--- src/rtl/pwm_sample_engine.sv ---
// pwm_sample_engine: pops 8/16-bit duty samples from a FWFT FIFO and emits a fixed-period PWM.
// Ports: pwm_clock_i/pwm_reset_i (async active-high), cfg_enable_i/cfg_16bit_i/cfg_reload_i from CSR,
// fifo_empty_i/fifo_data_i/fifo_pop_o to the sample FIFO, underflow_clr_i clears the sticky flag,
// pwm_o registered output, period_o boundary pulse, underflow_o sticky flag, int_o gated interrupt.
// Option: define PWM_POLARITY_EN to add cfg_invert_i, which inverts the active-level of pwm_o.
module pwm_sample_engine #(
    parameter int CW = 30,
    parameter int SW = 16
) (
    input  logic          pwm_clock_i,
    input  logic          pwm_reset_i,
    input  logic          cfg_enable_i,
    input  logic          cfg_16bit_i,
    input  logic [CW-1:0] cfg_reload_i,
`ifdef PWM_POLARITY_EN
    input  logic          cfg_invert_i,
`endif
    input  logic          fifo_empty_i,
    input  logic [7:0]    fifo_data_i,
    output logic          fifo_pop_o,
    input  logic          underflow_clr_i,
    output logic          pwm_o,
    output logic          period_o,
    output logic          underflow_o,
    output logic          int_o
);
    typedef enum logic {S_LO, S_HI} state_t;
    state_t        r_state, w_state_nxt;
    logic [CW-1:0] r_cnt;
    logic [SW-1:0] r_duty, r_staged, w_staged_nxt;
    logic          r_staged_valid;
    logic [7:0]    r_lo;
    logic          w_wrap, w_cmp, w_pwm_nxt, w_fetch, w_complete, w_load;
    always_comb begin
        w_wrap       = r_cnt >= cfg_reload_i;
        w_cmp        = r_cnt < CW'(r_duty);
        w_fetch      = cfg_enable_i && !r_staged_valid && !fifo_empty_i;
        // S_HI always completes the pair, even if the width mode changed meanwhile
        w_complete   = w_fetch && (r_state == S_HI || !cfg_16bit_i);
        w_state_nxt  = w_fetch ? (w_complete ? S_LO : S_HI) : r_state;
        w_staged_nxt = (r_state == S_HI) ? SW'({fifo_data_i, r_lo}) : SW'(fifo_data_i);
        w_load       = w_wrap && r_staged_valid;
        fifo_pop_o   = w_fetch;
        int_o        = underflow_o && cfg_enable_i;
`ifdef PWM_POLARITY_EN
        w_pwm_nxt    = w_cmp ^ cfg_invert_i;
`else
        w_pwm_nxt    = w_cmp;
`endif
    end
    always_ff @(posedge pwm_clock_i or posedge pwm_reset_i) begin
        if (pwm_reset_i)
            r_state <= S_LO;
        else
            r_state <= cfg_enable_i ? w_state_nxt : S_LO;
    end
    always_ff @(posedge pwm_clock_i or posedge pwm_reset_i) begin
        if (pwm_reset_i) begin
            r_cnt          <= '0;
            r_duty         <= '0;
            r_staged       <= '0;
            r_staged_valid <= 1'b0;
            r_lo           <= '0;
            pwm_o          <= 1'b0;
            period_o       <= 1'b0;
            underflow_o    <= 1'b0;
        end else begin
            if (!cfg_enable_i) begin
                r_cnt          <= '0;
                r_duty         <= '0;
                r_staged       <= '0;
                r_staged_valid <= 1'b0;
                r_lo           <= '0;
                pwm_o          <= 1'b0;
                period_o       <= 1'b0;
            end else begin
                r_cnt    <= w_wrap ? '0 : r_cnt + CW'(1);
                period_o <= w_wrap;
                pwm_o    <= w_pwm_nxt;
                if (w_fetch && !w_complete)
                    r_lo <= fifo_data_i;
                // fetch and consume are exclusive: fetch needs staged_valid=0, consume needs 1
                if (w_complete) begin
                    r_staged       <= w_staged_nxt;
                    r_staged_valid <= 1'b1;
                end else if (w_load) begin
                    r_staged_valid <= 1'b0;
                end
                if (w_load)
                    r_duty <= r_staged;
            end
            // set has priority over a coincident clear
            if (cfg_enable_i && w_wrap && !r_staged_valid)
                underflow_o <= 1'b1;
            else if (underflow_clr_i)
                underflow_o <= 1'b0;
        end
    end
endmodule
--- config.mk ---
export PLATFORM = sky130hd
export DESIGN_NAME = pwm_sample_engine
export DESIGN_NICKNAME = d
export VERILOG_FILES = /design/src/rtl/pwm_sample_engine.sv
export SDC_FILE = /design/constraint.sdc
export NUM_CORES = 1
export LEC_CHECK = 0
export CAP_MARGIN = 30
export CORE_MARGIN = 1
export CORE_UTILIZATION = 52
export DETAILED_ROUTE_END_ITERATION = 10
export HOLD_SLACK_MARGIN = 0.02
export PLACE_DENSITY = 0.89
export SYNTH_ARGS = -nofsm -noshare
export SYNTH_HDL_FRONTEND = slang
export SYNTH_SLANG_ARGS = --single-unit
--- constraint.sdc ---
create_clock -name pwm_clock_i -period 2.6 [get_ports pwm_clock_i]
set_input_delay 0.78 -clock pwm_clock_i [delete_from_list [all_inputs] [get_ports pwm_clock_i]]
set_output_delay 0.78 -clock pwm_clock_i [all_outputs]
set_load 0.05 [all_outputs]
==> results.md <==
* Status: finished, violations left
* Failing checks: negative setup slack
* Post-synth EDFFs at 0
* Setup crit end kind: flip-flop
* FF/Latch Area at about 1900 µm²
* Number of global-route vias before repair at 3887
* Wire per inst at 19.4 µm
* Initial antenna violation count at 0
* Worst Tran Pin Value at 0.558 ns
* Mapped Cells at 453
* Slowest CP cell: or3b_4
* Final WS setup at -0.0353 ns
* Largest net degree at the start of global routing at 32
* WP data arrival at approximately 2.9 ns
* Top_reg_cell synth: dfrtp_1
* Clock root cell: clkbuf_8
* Grt ovf at 0
* Min-delay worst type: reg2reg
* Routed WL at 12300 µm
* I/O pins at slightly below 50
* DR vias/cell at 5.87
* Maxcap violations at 0
* Final Max Slew Viols at 0
* Clock Sinks at 75
* Layout cell share with drive strength beyond 1 at between 20% and 30%
* Die height at ~95 µm
* Synthesis Warnings at 0
* H-Tree Depth at 3
* Initial Util at between 50 and 60%
* Final setup skew at approximately 0.0096 ns
* F_max at between 300 and 400 MHz
* Ys async rst share at between 90% and 100%
* Worst Path Required at around 2.9 ns
* Setup CP Type: in2reg
* Pwr Total at 2.40 mW
* Layout Nets at 613
* Total die area at about 9100 µm²
* N_diodes at 0
* Reg clk slew, reported paths at 0.08 ns
* Seq cells post-synth at 75
* Synth unique cells at between 40 and 50
* Clock insertion delay at the later pin of the skew report at ~0.35 ns
* FILL cells at 534
* Placer's final routability congestion estimate at a little over 0.8
* Total number of vias at between 3000 and 4000
* Post-synth net total at 543
* Maximum VDD drop at between 300 and 400 µV
* Max Root-Sink Buffers at 2
* Critical path startpoint category: input port
* Most frequent cells in the layout: dfrtp_1, mux2i_1, nor2_1
* Total CTS buffers at 9
* DP Wirelength at slightly above 7000 µm
* Finished Layout Cells at around 630
* 1st-iter DRT viols at ~250
* Pre-Repair DR Iteration Count at 5
* P_leak at around 3.0 nW
* Core area at approximately 8300 µm²
* GRT Overall Usage at between 20 and 30%
* Period minus WS final at between 2 and 3 ns
* Commonest non-fill, non-tap cell in the layout: dfrtp_1
* Inst Count DP at slightly above 600
* First-pass GRT wire length at 18700 µm
* Setup-failing EPs final at 5
* Slew headroom at between 60 and 70%
* Register area share after synthesis at between 40% and 50%
* Period utilization at 101%
* Pre-CTS WS at -0.844 ns
* I/O Buffers at 48
* Final Hold Viols at 0
* Mapped Area at between 4000 and 5000 µm²
* Crit-path max FO at 8
* Crit-path cells: clkdlybuf4s50_1, inv_2, ha_4, nor2b_2, o21ai_2, a31oi_4, or3b_4, buf_16, nor2_1
* Routed Antenna Nets at 0
* Die W at around 95 µm
* P&R area growth vs syn at 32.9%
* CP max stage delay at 0.50 ns
* Syn_area_per_cell at between 9 and 10 µm²
* PwrDens at 400 nW/µm²
* Area of the multi-input gates at 2820 µm²
* Worst hold margin at 0.519 ns
* Std-Cell Rows at 33
* Post-route DRC at 0
* CTS tree: built
## synth_stat cells (all sizes together), types with 8 or more instances
| master | instances | area share [%] |
|---|---|---|
| a21oi | 14 | 1.6 |
| dfrtp | 75 | 42 |
| and3 | 10 | 1.4 |
| o211a | 8 | 1.8 |
| nand3 | 19 | 2.1 |
| ha | 46 | 13 |
| a22o | 8 | 1.6 |
| nand4 | 13 | 1.8 |
| nor2b | 28 | 3.9 |
| o21ai | 10 | 1.4 |
| clkbuf | 8 | 0.66 |
| nand2 | 23 | 1.9 |
| nor2 | 39 | 3.5 |
| mux2i | 32 | 7.1 |
| xor2 | 21 | 4.1 |
| inv | 51 | 4.2 |
## critical path: cells and delay by family
family | cells | cell delay, ns
compound gates | 2 | 0.37
buf+inv | 3 | 0.72
fa+ha+maj | 1 | 0.21
simple gates | 3 | 0.82
## cell type report
class                      instances  area share (%)
clock buffer                      13            2.81
clock inverter                     3           0.354
inverter                          51            3.25
multi-input combinational        313            47.0
sequential                        75            31.3
tap                              105            2.19
timing repair buffer              73            13.1
## per-layer routing
metal	global-route usage [%]	vias to the layer above	wire length [µm]
met5	0	-	0
met4	15.2	0	345
met1	33.1	1805	4980
li1	-	1708	-
met2	44.9	166	6270
met3	5.50	36	683
## kinds of logic after synthesis
family,share of synthesized area [%]
xor gates and xnor gates,5.23
AOI/OAI and AO/OA,9.69
and+or+nand+nor,17.4
adders and majority gates,12.7
muxes,7.09
buffers and inverters,6.34
DFF,41.5
## power by group
part | leakage [nW] | internal [mW] | total [mW] | switching [mW]
registers | 1.04 | 1.19 | 1.21 | 0.0250
clock network | 0.0956 | 0.425 | 0.852 | 0.426
logic | 1.82 | 0.166 | 0.335 | 0.169
total | 2.96 | 1.78 | 2.40 | 0.620
## per-stage QoR
| stage | area (µm²) | util, % | TNS (ns) |
|---|---|---|---|
| after CTS | 5860 | 70.6 | -0.0549 |
| after global routing | 6000 | 72.4 | -4.75 |
| after detailed placement | 5220 | 62.9 | -33.03 |
| final | 6000 | 72.4 | -0.0985 |
| after floorplan | 4530 | - | 0 |
| after global placement | 5220 | 62.9 | -30.41 |
## sequential cells by signal, summed over array words and instances, names as in the netlist
register,flops
r_duty,16
r_staged,16
pwm_o,1
r_staged_valid,1
underflow_o,1
r_lo,8
r_state,1
period_o,1
r_cnt,30
## path summary, 6_finish.rpt
path	end	cells past startpoint	slack [ns]	from
worst max-delay path	r_cnt[19]	9	-0.04	cfg_reload_i[1]
worst min-delay path	r_staged[14]	1	0.52	r_staged[14]
worst max register to register	r_duty[11]	10	0.16	r_cnt[25]
worst min register to register	r_staged[14]	1	0.52	r_staged[14]
max in group asynchronous	r_cnt[14]	3	1.26	pwm_reset_i
min in group asynchronous	r_lo[1]	2	0.82	pwm_reset_i
## timing repair
item / CTS / global route
endpoints found under the setup margin: 49 / 49
endpoints found under the hold margin: 0 / 0
hold buffers: 0 / 0
pin swaps: 34 / 27
buffers inserted: 5 / 1
gates cloned: 3 / 0
gates resized for setup: 88 / 42
Power figures use the tool's default switching activity.
==> edit: new RTL, same settings <==
Add a define of `PWM_POLARITY_EN`.
--- a/src/rtl/pwm_sample_engine.sv
+++ b/src/rtl/pwm_sample_engine.sv
@@ -5,2 +5,4 @@
 // Option: define PWM_POLARITY_EN to add cfg_invert_i, which inverts the active-level of pwm_o.
+`define PWM_POLARITY_EN
+
 module pwm_sample_engine #(
Ports: changed (added cfg_invert_i); port bits go from 49 to 50. The function was not compared with the original's and may differ.
==> edit against the original RTL <==
Worst setup slack improved by 53 ps. Clock power decreased by 7.2%. First-iteration DRC count decreased by 56%. Power decreased by 3.8%. Routed wire length decreased by 19%. Cell area decreased by 3.7%. Count of clock-buffer cells in the layout decreased by 4. Sequential cell count unchanged. Area after synthesis increased by 0.53%. Die area increased by 0.52%. Fmax increased by 2.0%.
==> edit: results (changes against the original RTL) <==
- Sorting the synthesized cells by area gives the leading types as sky130_fd_sc_hd__dfrtp_1 (41%), sky130_fd_sc_hd__ha_1 (13%), sky130_fd_sc_hd__mux2i_1 (7.3%).
- The area of the multi-input gates is 2728 um^2 (-3.4%).
- The internal power component is 1.688 mW (-5.1%).
- The final cell utilization of the core is 69.34% (-3.0 points).
- The number of different library cells in the post-synthesis netlist is 44 (-2.2%).
- The flip-flop and latch count came to 75 (unchanged).
- The wire length after detailed routing is 9883 um (-19%).
- The commonest cells after synthesis are sky130_fd_sc_hd__dfrtp_1 (75), sky130_fd_sc_hd__nand2_1 (62), sky130_fd_sc_hd__inv_1 (47).
- The global-route track usage on met1 is 28.84% (-4.3 points).
- The final standard cell count with taps included and fillers excluded is 643 (+1.6%).
- The met2 usage in global routing is 44.29% (-0.65 points).
- The multi-input logic cell count is 329 (+5.1%).
- The first-pass GRT wire length is 17060 um (-8.5%).
- In this design, the largest share of critical-path delay is due to compound AO/OA/AOI/OAI gates.
- The routed length on met2 was 5028 um (-20%).
- The total number of nets in the final design came to 624 (+1.8%).
- The pre-CTS setup slack is -628.1 ps (+216.1 ps).
- The HPWL reported at the end of detailed placement was 7055 um (about the same).
- The post-synthesis net count is 558 (+2.8%).
- The run finished with clean final reports.
- The placer's final routability congestion estimate is 0.8328 (+2.9%).
- The number of buffer cells added on primary ports came to 49 (+2.1%).
- The total of plain and repair buffers excluding clock buffers is 71 (-2.7%).
- The average size of a mapped cell was 9.726 um^2 (-2.5%).
- The fraction of area in non-clock buffers came to 11.96% (-1.2 points).
- The clock share of power came to 34.3% (-1.2 points).
- The violation count after the first detailed-route iteration is 111 (-56%).
- The total global-route track usage is 24.70% (-2.5 points).
- The setup skew after layout came to 12.79 ps (+3.220 ps).
- The non-clock inverter count in the final layout is 47 (-7.8%).
- The first-pass detailed-route iteration total is 4 (-1).
- The fraction of layout instances using a drive strength above 1 was 18.59% (-5.1 points).
- The share of the yosys chip area belonging to registers is 41.32% (-0.22 points).
- The actual slew at the worst max-slew pin is 524.6 ps (-33.60 ps).
- The cell leakage power was 2.780 nW (-6.1%).
- The delay of the slowest cell on the worst path is 360 ps (-140 ps).
- The power in combinational cells is 305 uW (-9.0%).
- The routed metal-1 wirelength is 4108 um (-18%).
- The worst vdd rail ir drop is 0.0003706 V (+3.8%).
- The final-layout clock-cell area share is 3.029% (-0.14 points).
- The number of global-route vias before repair was 3729 (-4.1%).
- The pin count of the biggest net entering global routing is 34 (+6.3%).
- The placed instance area is 5273 um^2 (+0.96%).
- The slowest stage of the critical path is the sky130_fd_sc_hd__o31a_1 cell.
- The floorplan die area is 9112 um^2 (+0.52%).
- The count of fill cells added during filler insertion is 596 (+12%).
[edit: changes by cell type after synthesis, moves of 3 or more]
cell                      before  now
sky130_fd_sc_hd__nor2_2        4    0
sky130_fd_sc_hd__o21ai_0       8    3
sky130_fd_sc_hd__and4_1        4    7
sky130_fd_sc_hd__a21oi_1      13   16
sky130_fd_sc_hd__nor2b_1      28   13
sky130_fd_sc_hd__inv_1        51   47
sky130_fd_sc_hd__buf_2         1    5
sky130_fd_sc_hd__nand2_1      23   62
sky130_fd_sc_hd__nand3_1      19   16
[edit: path summary, 6_finish.rpt]
path | start | end | slack [ps] | cells past startpoint
max in group asynchronous | pwm_reset_i | r_cnt[0]$_DFF_PP0_ | 1310 | 3
setup / recovery | cfg_reload_i[2] | r_duty[11]$_DFFE_PP0P_ | 20 | 11
hold reg to reg | r_staged[15]$_DFFE_PP0N_ | r_staged[15]$_DFFE_PP0N_ | 510 | 1
setup reg to reg | r_cnt[1]$_DFF_PP0_ | r_duty[11]$_DFFE_PP0P_ | 180 | 9
min in group asynchronous | pwm_reset_i | r_duty[8]$_DFFE_PP0P_ | 800 | 2
hold / removal | r_staged[15]$_DFFE_PP0N_ | r_staged[15]$_DFFE_PP0N_ | 510 | 1
[edit: kinds of logic (layout without fill, tap and decap cells)]
group                      after synthesis  count (layout)  synth area share [%]
adders and majority gates               46              46                 12.67
buffers and inverters                   63             134                 5.923
xor gates and xnor gates                28              28                 5.399
muxes                                   33              33                 7.273
DFF                                     75              75                 41.32
AOI/OAI and AO/OA                       55              55                 8.844
and+or+nand+nor                        167             167                 18.57
[edit: what timing repair did]
item                       CTS  global route
setup endpoints to repair   47            48
pin swaps                   36             6
cloned                       1             0
setup buffers                6             0
gates resized for setup     81            11
